`src/rtl/nav_button_conditioner.sv`:
```
// nav_button_conditioner: synchronise, debounce, pulse and auto-repeat
// the two palette-navigation buttons, with a mutual-exclusion lock.
module nav_button_conditioner #(
  parameter int DEBOUNCE_CYCLES = 500000,
  parameter int REPEAT_DELAY    = 25000000,
  parameter int REPEAT_PERIOD   = 5000000,
  parameter bit REPEAT_EN       = 1'b1
) (
  input  logic clk,
  input  logic reset,
  input  logic fwd_raw,
  input  logic bwd_raw,
  output logic forward,
  output logic backward,
  output logic fwd_held,
  output logic bwd_held
);

  localparam int RMAX = (REPEAT_DELAY > REPEAT_PERIOD)
                      ? REPEAT_DELAY : REPEAT_PERIOD;
  localparam int DW = $clog2(DEBOUNCE_CYCLES + 1);
  localparam int RW = $clog2(RMAX + 1);

  localparam logic [DW-1:0] DB_LAST  = DW'(DEBOUNCE_CYCLES - 1);
  localparam logic [RW-1:0] DLY_LAST = RW'(REPEAT_DELAY - 1);
  localparam logic [RW-1:0] PER_LAST = RW'(REPEAT_PERIOD - 1);

  typedef enum logic [1:0] {
    IDLE,
    WAIT,
    REPEAT
  } state_t;

  // index 0 is the forward button, index 1 the backward button
  logic [1:0]    raw;
  logic [1:0]    s1;
  logic [1:0]    s2;
  logic [1:0]    lvl;
  logic [1:0]    lvl_d;
  logic [1:0]    flip;
  logic [1:0]    fall;
  logic [1:0]    pend;
  logic [1:0]    sup;
  logic [1:0]    pulse;
  logic [DW-1:0] dcnt [2];
  logic [RW-1:0] rcnt [2];
  state_t        state [2];
  logic          lock;

  assign raw = {bwd_raw, fwd_raw};

  always_comb begin
    flip = '0;
    fall = '0;
    pend = '0;
    for (int i = 0; i < 2; i++) begin
      flip[i] = (s2[i] != lvl[i]) && (dcnt[i] == DB_LAST);
      fall[i] = flip[i] & lvl[i];
      if (!lock && !fall[i]) begin
        case (state[i])
          IDLE:    pend[i] = lvl[i] & ~lvl_d[i];
          WAIT:    pend[i] = REPEAT_EN && (rcnt[i] == DLY_LAST);
          REPEAT:  pend[i] = (rcnt[i] == PER_LAST);
          default: pend[i] = 1'b0;
        endcase
      end
    end
  end

  // a pending pulse loses whenever the other button is already down
  assign sup   = pend & {lvl[0], lvl[1]};
  assign pulse = pend & ~sup;

  assign fwd_held = lvl[0];
  assign bwd_held = lvl[1];

  always_ff @(posedge clk) begin
    if (reset) begin
      s1       <= '0;
      s2       <= '0;
      lvl      <= '0;
      lvl_d    <= '0;
      lock     <= 1'b0;
      forward  <= 1'b0;
      backward <= 1'b0;
      for (int i = 0; i < 2; i++) begin
        dcnt[i]  <= '0;
        rcnt[i]  <= '0;
        state[i] <= IDLE;
      end
    end else begin
      s1       <= raw;
      s2       <= s1;
      lvl_d    <= lvl;
      lock     <= lock ? |lvl : |sup;
      forward  <= pulse[0];
      backward <= pulse[1];
      for (int i = 0; i < 2; i++) begin
        if (s2[i] != lvl[i]) begin
          if (flip[i]) begin
            lvl[i]  <= ~lvl[i];
            dcnt[i] <= '0;
          end else begin
            dcnt[i] <= dcnt[i] + DW'(1);
          end
        end else begin
          dcnt[i] <= '0;
        end

        if (lock || |sup || fall[i]) begin
          state[i] <= IDLE;
          rcnt[i]  <= '0;
        end else begin
          case (state[i])
            IDLE: begin
              rcnt[i] <= '0;
              if (pend[i]) state[i] <= WAIT;
            end
            WAIT: begin
              if (pend[i]) begin
                state[i] <= REPEAT;
                rcnt[i]  <= '0;
              end else if (REPEAT_EN) begin
                rcnt[i] <= rcnt[i] + RW'(1);
              end
            end
            REPEAT: begin
              if (pend[i]) rcnt[i] <= '0;
              else         rcnt[i] <= rcnt[i] + RW'(1);
            end
            default: begin
              state[i] <= IDLE;
              rcnt[i]  <= '0;
            end
          endcase
        end
      end
    end
  end

endmodule

```
`config.mk`:
```
export PLATFORM = sky130hd
export DESIGN_NAME = nav_button_conditioner
export DESIGN_NICKNAME = d
export VERILOG_FILES = /design/src/rtl/nav_button_conditioner.sv
export SDC_FILE = /design/constraint.sdc
export NUM_CORES = 1
export LEC_CHECK = 0
export ABC_CLOCK_PERIOD_IN_PS = 9100
export BUFFER_PORTS_ARGS = -buffer_cell sky130_fd_sc_hd__buf_2
export CAP_MARGIN = 25
export CORE_UTILIZATION = 45
export CTS_BUF_LIST = sky130_fd_sc_hd__clkbuf_2
export DETAILED_ROUTE_END_ITERATION = 10
export GPL_ROUTABILITY_DRIVEN = 0
export PLACE_DENSITY = 0.6
export SLEW_MARGIN = 15
export SYNTH_ARGS = -nofsm -noshare
export SYNTH_HDL_FRONTEND = slang
export SYNTH_SLANG_ARGS = --single-unit
export TNS_END_PERCENT = 30
```
`constraint.sdc`:
```
create_clock -name clk -period 9.1 [get_ports clk]
set_input_delay 1.365 -clock clk [delete_from_list [all_inputs] [get_ports clk]]
set_output_delay 1.365 -clock clk [all_outputs]
set_load 0.01 [all_outputs]
```
=== After elaboration in Yosys (flattened, before gate mapping) ===
Memories as Yosys holds them, arrays and structs flattened.
Index checks and enable logic that the tools add are counted.

* Shift-type cells: 0
* Order comparisons: 0
* Divide/modulo/power cells: 0
* Add/subtract/negate cells: 4
* Bitwise operators: 39
* Multiplexer cells: 123
* $mul: 0
* Reduce and logical (&&, ||, !) cells: 18
* Equality and inequality tests: 12

{| class="wikitable"
|+ Operator list
! kind !! count
|-
| two-way mux 25 bit || 14
|-
| two-way mux 19 bit || 6
|-
| two-way mux 1 bit || 93
|-
| adder 25 x 1 -> 25 bit, second input constant || 2
|-
| equality test 25 x 23 -> 1 bit, second input constant || 2
|-
| equality test 25 bit, second input constant || 2
|-
| adder 19 x 1 -> 19 bit, second input constant || 2
|-
| equality test 19 bit, second input constant || 2
|-
| OR 1 bit || 28
|-
| two-way mux 2 bit || 8
|-
| one-hot mux 1 bit (3 select lines) || 2
|-
| OR reduction 3 bit || 2
|-
| bitwise AND 1 bit || 4
|-
| bitwise AND 2 bit || 2
|-
| equality test 2 x 1 -> 1 bit, second input constant || 2
|-
| equality test 2 bit, second input constant || 2
|-
| logical AND 1 bit || 4
|-
| zero test 2 bit || 2
|-
| inverter 1 bit || 4
|-
| AND reduction 2 bit || 2
|-
| OR reduction 2 bit || 2
|-
| zero test 1 bit || 3
|-
| logical OR 1 bit || 3
|-
| inequality test 1 bit || 2
|-
| inverter 2 bit || 1
|}

* Memories: 3
* Bits in writable memories: 92
* Bits in read-only memories: 0
* Bits in latches: 0
* Bits of input ports: 4
* Register bits after elaboration: 11
* Logic and storage cells: 207

{| class="wikitable"
|+ Memories
! memory !! words !! width !! rd ports !! clocked after memory_dff !! wr ports !! RTL line !! source
|-
| rcnt || 2 || 25 || 2 || 0 || 2 || 46 || <nowiki>logic [RW-1:0] rcnt [2];</nowiki>
|-
| dcnt || 2 || 19 || 2 || 0 || 2 || 45 || <nowiki>logic [DW-1:0] dcnt [2];</nowiki>
|-
| state || 2 || 2 || 2 || 0 || 2 || 47 || <nowiki>state_t state [2];</nowiki>
|}

=== Depth between registers and ports, before layout ===
Gate-level depths: netlist of run 1.

* Word-level depth: 20
* Depth in mapped cells: 9

=== Worst setup path after synthesis of run 1 ===
No wires, ideal clock.

* Path kind: flip-flop to flip-flop
* Start point: memory rcnt[0][12] in the netlist's numbering
* End point: memory rcnt[1][0] in the netlist's numbering, enable pin
* Required time: 8.718 ns
* Cell stages (with the launch flop): 6
* Slack: 6.083 ns
* Path buffers: 0
* Data arrival time: 2.634 ns
* Setup time: 0.382 ns
* Cell sequence: edfxtp_1 > or4_1 > or4_4 > a2111oi_4 > o2111a_2 > or4_1

{| class="wikitable"
|+ RTL lines
! element !! RTL line
|-
| start: declaration || 46
|}

==> results of run 1 <==
-- cell usage after synthesis, types with 6 or more instances --
cell type  number
and3_1         10
and4_1          9
clkbuf_1        9
dfxtp_1        11
edfxtp_1       92
ha_1           12
inv_1          18
nand2_1        34
nand3_1        26
nand4_1        25
nor2_1         67
nor2b_1         9
nor3_1         70
nor3b_1         7
nor4_1          8
or3_1           7
or4_1           6
xnor2_1        53
xor2_1         29
-- through the flow --
| stage | std cells | hold slack [ps] | util | worst slack, ps |
|---|---|---|---|---|
| 3_5_place_dp | 755 | 425 | 0.484 | 5170 |
| 4_1_cts | 771 | 467 | 0.493 | 5180 |
| 3_3_place_gp | 754 | 420 | 0.483 | 5290 |
| 2_1_floorplan | 594 | 414 | - | 6080 |
| 5_1_grt | 773 | 482 | 0.495 | 5100 |
| 6_report | 773 | 466 | 0.495 | 5450 |
-- cells by family after synthesis --
family / share of synthesized area
buffers and inverters: 0.0325
DFF: 0.513
and+or+nand+nor: 0.274
other: 0.000645
adders and majority gates: 0.0258
muxes: 0.00344
AOI/OAI and AO/OA: 0.0275
xor gates and xnor gates: 0.123
-- layout by cell type (no fill, tap or decap), drive strengths merged, types with 12 or more instances in the layout --
| cell | synthesis | routed |
|---|---|---|
| edfxtp | 92 | 92 |
| xnor2 | 53 | 53 |
| xor2 | 29 | 29 |
| nor2 | 67 | 67 |
| inv | 18 | 19 |
| conb | 1 | 38 |
| ha | 12 | 12 |
| nand4 | 25 | 25 |
| nor3 | 70 | 70 |
| nand2 | 34 | 34 |
| nand3 | 26 | 26 |
-- flip-flops by register name, summed over array words and instances, names as in the netlist --
name,cells
s2,2
state,4
s1,2
backward,1
dcnt,38
forward,1
lvl,2
lvl_d,2
rcnt,50
lock,1
-- power by group --
part           switching, mW  internal (mW)
clock                  0.156         0.0665
sequential            0.0265          0.539
combinational         0.0299         0.0239
-- routing by layer --
layer | GRT usage | share of wire | vias up
met2 | 0.287 | 0.45 | 45
met1 | 0.238 | 0.50 | 1917
met4 | 0.0684 | 0.014 | 0
met3 | 0.0418 | 0.032 | 10
met5 | 0 | 0 | -
li1 | - | - | 2076
-- worst paths after layout --
kind	endpoint	slack (ps)	start	depth (start not counted)
min	s2[0]	470	s1[0]	1
max	rcnt[0][3]	5450	rcnt[0][12]	6
max reg2reg	rcnt[0][3]	5450	rcnt[0][12]	6
min reg2reg	s2[0]	470	s1[0]	1
-- cell type report --
type | instances | area (um2)
multi-input combinational | 453 | 2790
clock inverter | 5 | 57.6
clock buffer | 11 | 55.1
tap | 172 | 215
timing repair buffer | 11 | 87.6
inverter | 18 | 67.6
fill | 1235 | 6370
sequential | 103 | 2980
==> impl_metrics.tcl, run 1 <==
set metrics [dict create \
    status "complete, no violations" \
    grt_start_max_net_pins 31 \
    ys_types 48 \
    fin_area_um2 6250 \
    wire_per_inst_um 13.8 \
    crit_family "simple AND/OR/NAND/NOR gates" \
    synth-seq-cells 103 \
    p_leak_nw 2.05 \
    yosys_warnings 0 \
    cts_tree "yes" \
    dr.pass1.iters 4 \
    initial_utilization 0.461 \
    cts-root-buf "clkbuf_2" \
    max_freq_mhz 274 \
    die_w_um 116 \
    fin_tns_setup_ps 0 \
    coreArea_um2 12600 \
    synth-edff-count 92 \
    cts_made_buffers 9 \
    io_buffers 7 \
    clk_pin_slew_ps 270 \
    synth_area_um2 5820 \
    start_kind "flip-flop" \
    placement_rows 41 \
    overflow 0 \
    cts-resized-gates 0 \
    grt_pass1_vias 3994 \
    remaining_drc_errors 0 \
    drv_slew 0 \
    boundaryPins 8 \
    synth_top_area_frac 0.475 \
    path_buf_inv 1 \
    synth_top_cell_by_area "edfxtp_1" \
    grt_use_total 0.179 \
    clock_latency_ps 620 \
    tightest_slew_ps 951 \
    drt_iter0_markers 302 \
    cpMaxStageDelayCell "o2111a_2" \
    hold_viol 0 \
    wirelength_um 10700 \
    grt_setup_unrepaired "false" \
    crit_chain "or4_1 -> or4_4 -> a2111oi_4 -> o2111a_2 -> or4_1 -> buf_8" \
    clock_skew_ps 39.5 \
    vias_per_cell 5.24 \
    cp-end-kind "flip-flop" \
    grt_pass1_wl_um 18800 \
    async_flop_share 0 \
    critPathMaxFanout 30 \
    irDropWorstVdd_uv 79.6 \
    cts_num_sinks 103 \
    min_path_type "flip-flop to flip-flop" \
    antenna_found_initial 0 \
    vias 4048 \
    syn_avg_cell_area_um2 10.4 \
    die_h_um 116 \
    place_area_um2 6110 \
    crit_path_frequent_cell "or4_1" \
    hpwl_um 7370 \
    fin_crit_ps 3650 \
    required_ps 9480 \
    synth.area.top_cells "edfxtp_1 (47%), xnor2_1 (8.0%), nor3_1 (6.0%)" \
    ctsHoldBuffers 0 \
    cts_setup_buffers 0 \
    antenna_cells 0 \
    ys_seq_area_frac 0.513 \
    critPathArrivalTime_ps 4040 \
    setup_viol 0 \
    h-tree-depth 3 \
    slowest_delay_ps 640 \
    total_power_mw 0.842 \
    synth-main-ff-cell "edfxtp_1" \
    fin_crit_sh 0.401 \
    cap_violations 0 \
    final_antenna_net_count 0 \
    drive_gt1_frac 0.0516 \
    nNetsFinal 612 \
    die_area_um2 13400 \
    worstSetupPathType "flip-flop to flip-flop" \
    synth_cells 557 \
    slew_headroom 0.366 \
    area.growth.synth_to_final_pct 7.44 \
    clockBufferDepth 2 \
    powerDensity_nw_per_um2 135 \
]
Power figures use the tool's default switching activity.
==> run 2, diff against run 1 <==
--- a/config.mk
+++ b/config.mk
@@ -5,14 +5,14 @@
 export SDC_FILE = /design/constraint.sdc
 export NUM_CORES = 1
 export LEC_CHECK = 0
-export ABC_CLOCK_PERIOD_IN_PS = 9100
+export ABC_CLOCK_PERIOD_IN_PS = 3200
 export BUFFER_PORTS_ARGS = -buffer_cell sky130_fd_sc_hd__buf_2
 export CAP_MARGIN = 25
 export CORE_UTILIZATION = 45
 export CTS_BUF_LIST = sky130_fd_sc_hd__clkbuf_2
 export DETAILED_ROUTE_END_ITERATION = 10
 export GPL_ROUTABILITY_DRIVEN = 0
-export PLACE_DENSITY = 0.6
+export PLACE_DENSITY = 0.62
 export SLEW_MARGIN = 15
 export SYNTH_ARGS = -nofsm -noshare
 export SYNTH_HDL_FRONTEND = slang
==> constraint.sdc (replaced) <==
create_clock -name clk -period 3.2 [get_ports clk]
set_input_delay 0.48 -clock clk [delete_from_list [all_inputs] [get_ports clk]]
set_output_delay 0.48 -clock clk [all_outputs]
set_load 0.01 [all_outputs]
==> run 2 against run 1 <==
Net effect:
- combinational power increased to 2.9 times the previous value
- routed wire length is 1.1% lower
- highest routed layer unchanged
- non-clock buffer count is 5 higher
==> impl_metrics.tcl, run 2 (synthesis gave the netlist of run 1 again) <==
set metrics [dict create \
    status "complete, no violations" \
    top_register "rcnt" \
    tightest_slew_ps 679 \
    boundaryPins 8 \
    vias_per_cell 5.29 \
    cts_num_sinks 103 \
    setup_viol 0 \
    clock_skew_ps 25.0 \
    h-tree-depth 3 \
    layout.cells.non_filler 779 \
    p_seq_frac 0.707 \
    io_buffers 7 \
    slew_headroom 0.547 \
    hpwl_um 7270 \
    cpMaxStageDelayCell "or4_1" \
    p_int_mw 1.69 \
    clock_latency_ps 620 \
    pwr-share-clk 0.225 \
    cts-resized-gates 0 \
    clk_pin_slew_ps 270 \
    dr.pass1.iters 4 \
    cts_tree "yes" \
    p_switching_mw 0.583 \
    powerDensity_nw_per_um2 363 \
    grt_use_total 0.176 \
    pwr-share-comb 0.068 \
    cp-end-kind "flip-flop" \
    reg_top3 "rcnt x50, dcnt x38, state x4" \
    reg2reg_depth 6 \
    die_area_um2 13400 \
    final_antenna_net_count 0 \
    wire_per_inst_um 13.6 \
    min_path_type "input port to flip-flop" \
    cts_setup_buffers 0 \
    dp_cells 762 \
    total_power_mw 2.27 \
    drv_slew 0 \
    hold_depth 2 \
    ctsHoldBuffers 0 \
    r2r_start "rcnt[0][12]" \
    slowest_delay_ps 540 \
    largest_register_ffs 50 \
    hold_viol 0 \
    nNetsFinal 617 \
    wirelength_um 10600 \
    coreArea_um2 12600 \
    start_kind "flip-flop" \
    crit_start "rcnt[0][12]" \
    remaining_drc_errors 0 \
    required_ps 3550 \
    placement_rows 41 \
    mostFrequentLayoutCells "edfxtp_1 (92), nor3_1 (70), nor2_1 (67)" \
    final_common_cell "edfxtp_1" \
    critPathArrivalTime_ps 3310 \
    clockBufferDepth 2 \
    initial_utilization 0.461 \
    max_freq_mhz 338 \
    drt_iter0_markers 225 \
    vias 4122 \
    sw_frac_of_total 0.256 \
    area.growth.synth_to_final_pct 7.53 \
    overflow 0 \
    fin_tns_setup_ps 0 \
    die_w_um 116 \
    irDropWorstVdd_uv 285 \
    grt_pass1_wl_um 18400 \
    setup_slack_ps 237 \
    cts-root-buf "clkbuf_2" \
    die_h_um 116 \
    min_from "bwd_raw" \
    grt_pass1_vias 4026 \
    fin_crit_ps 2960 \
    cap_violations 0 \
    critPathMaxFanout 28 \
    grt_start_max_net_pins 29 \
    worstSetupPathType "flip-flop to flip-flop" \
    p_leak_nw 2.05 \
    drive_gt1_frac 0.0528 \
    antenna_found_initial 1 \
    grt_setup_unrepaired "false" \
    cts_made_buffers 9 \
    dp_worst_setup_slack_ps 297 \
    crit_chain "or4_1 -> or4_4 -> a2111oi_4 -> o2111a_2 -> buf_4 -> nand3b_1" \
    nFillCells 1249 \
    fin_crit_sh 0.926 \
]
## run 2: worst paths after layout
kind,end,slack (ps)
max,state[1][1],240
min,s1[1],80
max reg2reg,state[1][1],240
min reg2reg,s2[1],460
## run 2: metal layers
metal  track usage  part of all wire  vias to the layer above  wire length [um]
li1              -                 -                     2082                 -
met1         0.228              0.49                     1987              5200
met2         0.285              0.47                       43              5000
met3        0.0492             0.025                       10               264
met4        0.0547             0.011                        0               117
met5             0                 0                        -                 0
## run 2: worst max-delay path, delay by kind of cell, from the launching register on
family                 cells  cell delay [ps]
DFF                        1              510
AOI/OAI and AO/OA          2              610
buffers and inverters      1              300
and+or+nand+nor            3             1260
## run 2: power groups by stage
stage | Clock, mW | Sequential [mW] | Combinational [mW]
2_1_floorplan | 0 | 1.62 | 0.123
3_3_place_gp | 0 | 1.63 | 0.151
3_5_place_dp | 0 | 1.64 | 0.153
4_1_cts | 0.542 | 1.61 | 0.155
5_1_grt | 0.587 | 1.62 | 0.176
6_report | 0.511 | 1.61 | 0.154
## run 2: layout make-up
cell class                      instances  area [um2]  share of cell area
Inverter                               18        67.6              0.0108
Antenna cell                            1        2.50            0.000400
Clock inverter                          7        30.0             0.00480
Timing Repair Buffer                   16         128              0.0204
Clock buffer                            9        45.0             0.00720
Tap cell                              172         215              0.0344
Multi-Input combinational cell        453        2790               0.445
Sequential cell                       103        2980               0.477
## run 2: stage by stage
| stage | util | hold slack (ps) | area [um2] |
|---|---|---|---|
| 6_report | 0.496 | 77.7 | 6260 |
| 5_1_grt | 0.496 | 30.7 | 6260 |
| 4_1_cts | 0.496 | 21.4 | 6250 |
| 3_5_place_dp | 0.490 | 428 | 6180 |
| 3_3_place_gp | 0.490 | 419 | 6180 |
| 2_1_floorplan | - | 414 | 5960 |
==> run 3, diff against run 2 <==
--- a/config.mk
+++ b/config.mk
@@ -13,6 +13,7 @@
 export DETAILED_ROUTE_END_ITERATION = 10
 export GPL_ROUTABILITY_DRIVEN = 0
 export PLACE_DENSITY = 0.62
+export RECOVER_POWER = 100
 export SLEW_MARGIN = 15
 export SYNTH_ARGS = -nofsm -noshare
 export SYNTH_HDL_FRONTEND = slang
==> run 3 against run 2 <==
Net effect:
- clock-buffer cell count unchanged
- clock power hardly changed
- hold slack improved by 2.0 ps
- clock skew fell by 1.3 ps
- combinational power is essentially flat
- design area is 0.22% lower
- final cell count stayed put
- sequential power about the same
- first-iteration DRC count shrank 2.7%
==> impl_metrics.tcl, run 3 (synthesis gave the netlist of run 1 again) <==
set metrics [dict create \
    status "complete, no violations" \
    required_ps 3550 \
    slew_headroom 0.543 \
    grt_use_total 0.176 \
    cts-resized-gates 0 \
    path_buf_inv 1 \
    drt_iter0_markers 219 \
    clock_skew_ps 23.7 \
    worstSetupPathType "flip-flop to flip-flop" \
    ctsHoldBuffers 0 \
    layout.cells.non_filler 779 \
    dp_cells 762 \
    powerDensity_nw_per_um2 364 \
    placement_rows 41 \
    max_freq_mhz 332 \
    hold_viol 0 \
    drv_slew 0 \
    mostFrequentLayoutCells "edfxtp_1 (92), nor3_1 (70), nor2_1 (67)" \
    cap_violations 0 \
    cts_tree "yes" \
    place_area_um2 6180 \
    clock_latency_ps 620 \
    final_antenna_net_count 0 \
    cp-end-kind "flip-flop" \
    cpMaxStageDelayCell "or4_1" \
    vias_per_cell 5.29 \
    fin_area_um2 6240 \
    cts_num_sinks 103 \
    wire_per_inst_um 13.6 \
    coreArea_um2 12600 \
    final_common_cell "edfxtp_1" \
    fin_crit_sh 0.941 \
    fin_crit_ps 3010 \
    hpwl_um 7270 \
    dr.pass1.iters 4 \
    overflow 0 \
    initial_utilization 0.461 \
    setup_viol 0 \
    min_path_type "input port to flip-flop" \
    vias 4121 \
    h-tree-depth 3 \
    grt_pass1_wl_um 18400 \
    grt_pass1_vias 4026 \
    critPathArrivalTime_ps 3360 \
    cts-root-buf "clkbuf_2" \
    grt_start_max_net_pins 29 \
    nFillCells 1253 \
    reg_top3 "rcnt x50, dcnt x38, state x4" \
    area.growth.synth_to_final_pct 7.29 \
    cts_made_buffers 9 \
    dp_worst_setup_slack_ps 297 \
    area.sequential_um2 2980 \
    boundaryPins 8 \
    multi_input_area_um2 2780 \
    top_register "rcnt" \
    remaining_drc_errors 0 \
    crit_family "simple AND/OR/NAND/NOR gates" \
    critPathMaxFanout 28 \
    cts_setup_buffers 0 \
    clockBufferDepth 2 \
    utilization 0.495 \
    irDropWorstVdd_uv 285 \
    nNetsFinal 617 \
    die_area_um2 13400 \
    fin_tns_setup_ps 0 \
    crit_path_frequent_cell "or4_1" \
    start_kind "flip-flop" \
    tightest_slew_ps 685 \
    p_leak_nw 2.03 \
    grt_setup_unrepaired "false" \
    wirelength_um 10600 \
    clk_pin_slew_ps 270 \
    io_buffers 7 \
    slowest_delay_ps 560 \
    crit_chain "or4_1 -> or4_1 -> a2111oi_4 -> o2111a_2 -> buf_4 -> nand3b_1" \
    die_w_um 116 \
    drive_gt1_frac 0.0413 \
    die_h_um 116 \
    setup_slack_ps 190 \
    antenna_found_initial 1 \
    largest_register_ffs 50 \
]
-- run 3: cell types whose count changed in the layout (fill, tap and decap cells not counted) --
cell / before / now
clkbuf_1: 0 / 6
or4_4: 1 / 0
buf_2: 7 / 2
or4_1: 6 / 7
buf_4: 7 / 6
-- run 3: path summary, 6_finish.rpt --
check / from / endpoint / slack (ps) / cells past startpoint
worst min-delay path: bwd_raw / s1[1] / 80 / 2
worst max register to register: rcnt[0][12] / state[1][1] / 190 / 6
worst min register to register: s1[1] / s2[1] / 460 / 1
worst max-delay path: rcnt[0][12] / state[1][1] / 190 / 6
-- run 3: final cells by class --
| class | instances | share of cell area |
|---|---|---|
| clock buffers | 9 | 0.00722 |
| clock inverters | 7 | 0.00481 |
| well taps | 172 | 0.0345 |
| repair buffers | 16 | 0.0188 |
| diodes | 1 | 0.000401 |
| flip-flops and latches | 103 | 0.478 |
| multi-input cells | 453 | 0.446 |
| inverters | 18 | 0.0108 |
-- run 3: layer usage --
| metal | wire length, um | up-vias | global-route usage |
|---|---|---|---|
| met5 | 0 | - | 0 |
| met4 | 117 | 0 | 0.0547 |
| met3 | 266 | 10 | 0.0492 |
| met2 | 5030 | 45 | 0.285 |
| met1 | 5170 | 1983 | 0.228 |
| li1 | - | 2083 | - |
-- run 3: worst reg2reg max path: stages, from the launching register on --
cell and delay (ps):
edfxtp_1 520, or4_1 530, or4_1 560, a2111oi_4 380, o2111a_2 250, buf_4 300
nand3b_1 200
-- run 3: where the power goes --
| group | switching, mW | total, mW | internal (mW) |
|---|---|---|---|
| combinational | 0.0844 | 0.154 | 0.0691 |
| sequential | 0.0755 | 1.61 | 1.53 |
| clock | 0.424 | 0.512 | 0.0886 |
-- run 3: through the flow --
step	power, mW	hold slack (ps)
2_1_floorplan	1.74	414
3_3_place_gp	1.78	419
3_5_place_dp	1.79	428
4_1_cts	2.30	21.4
5_1_grt	2.38	30.7
6_report	2.27	79.6
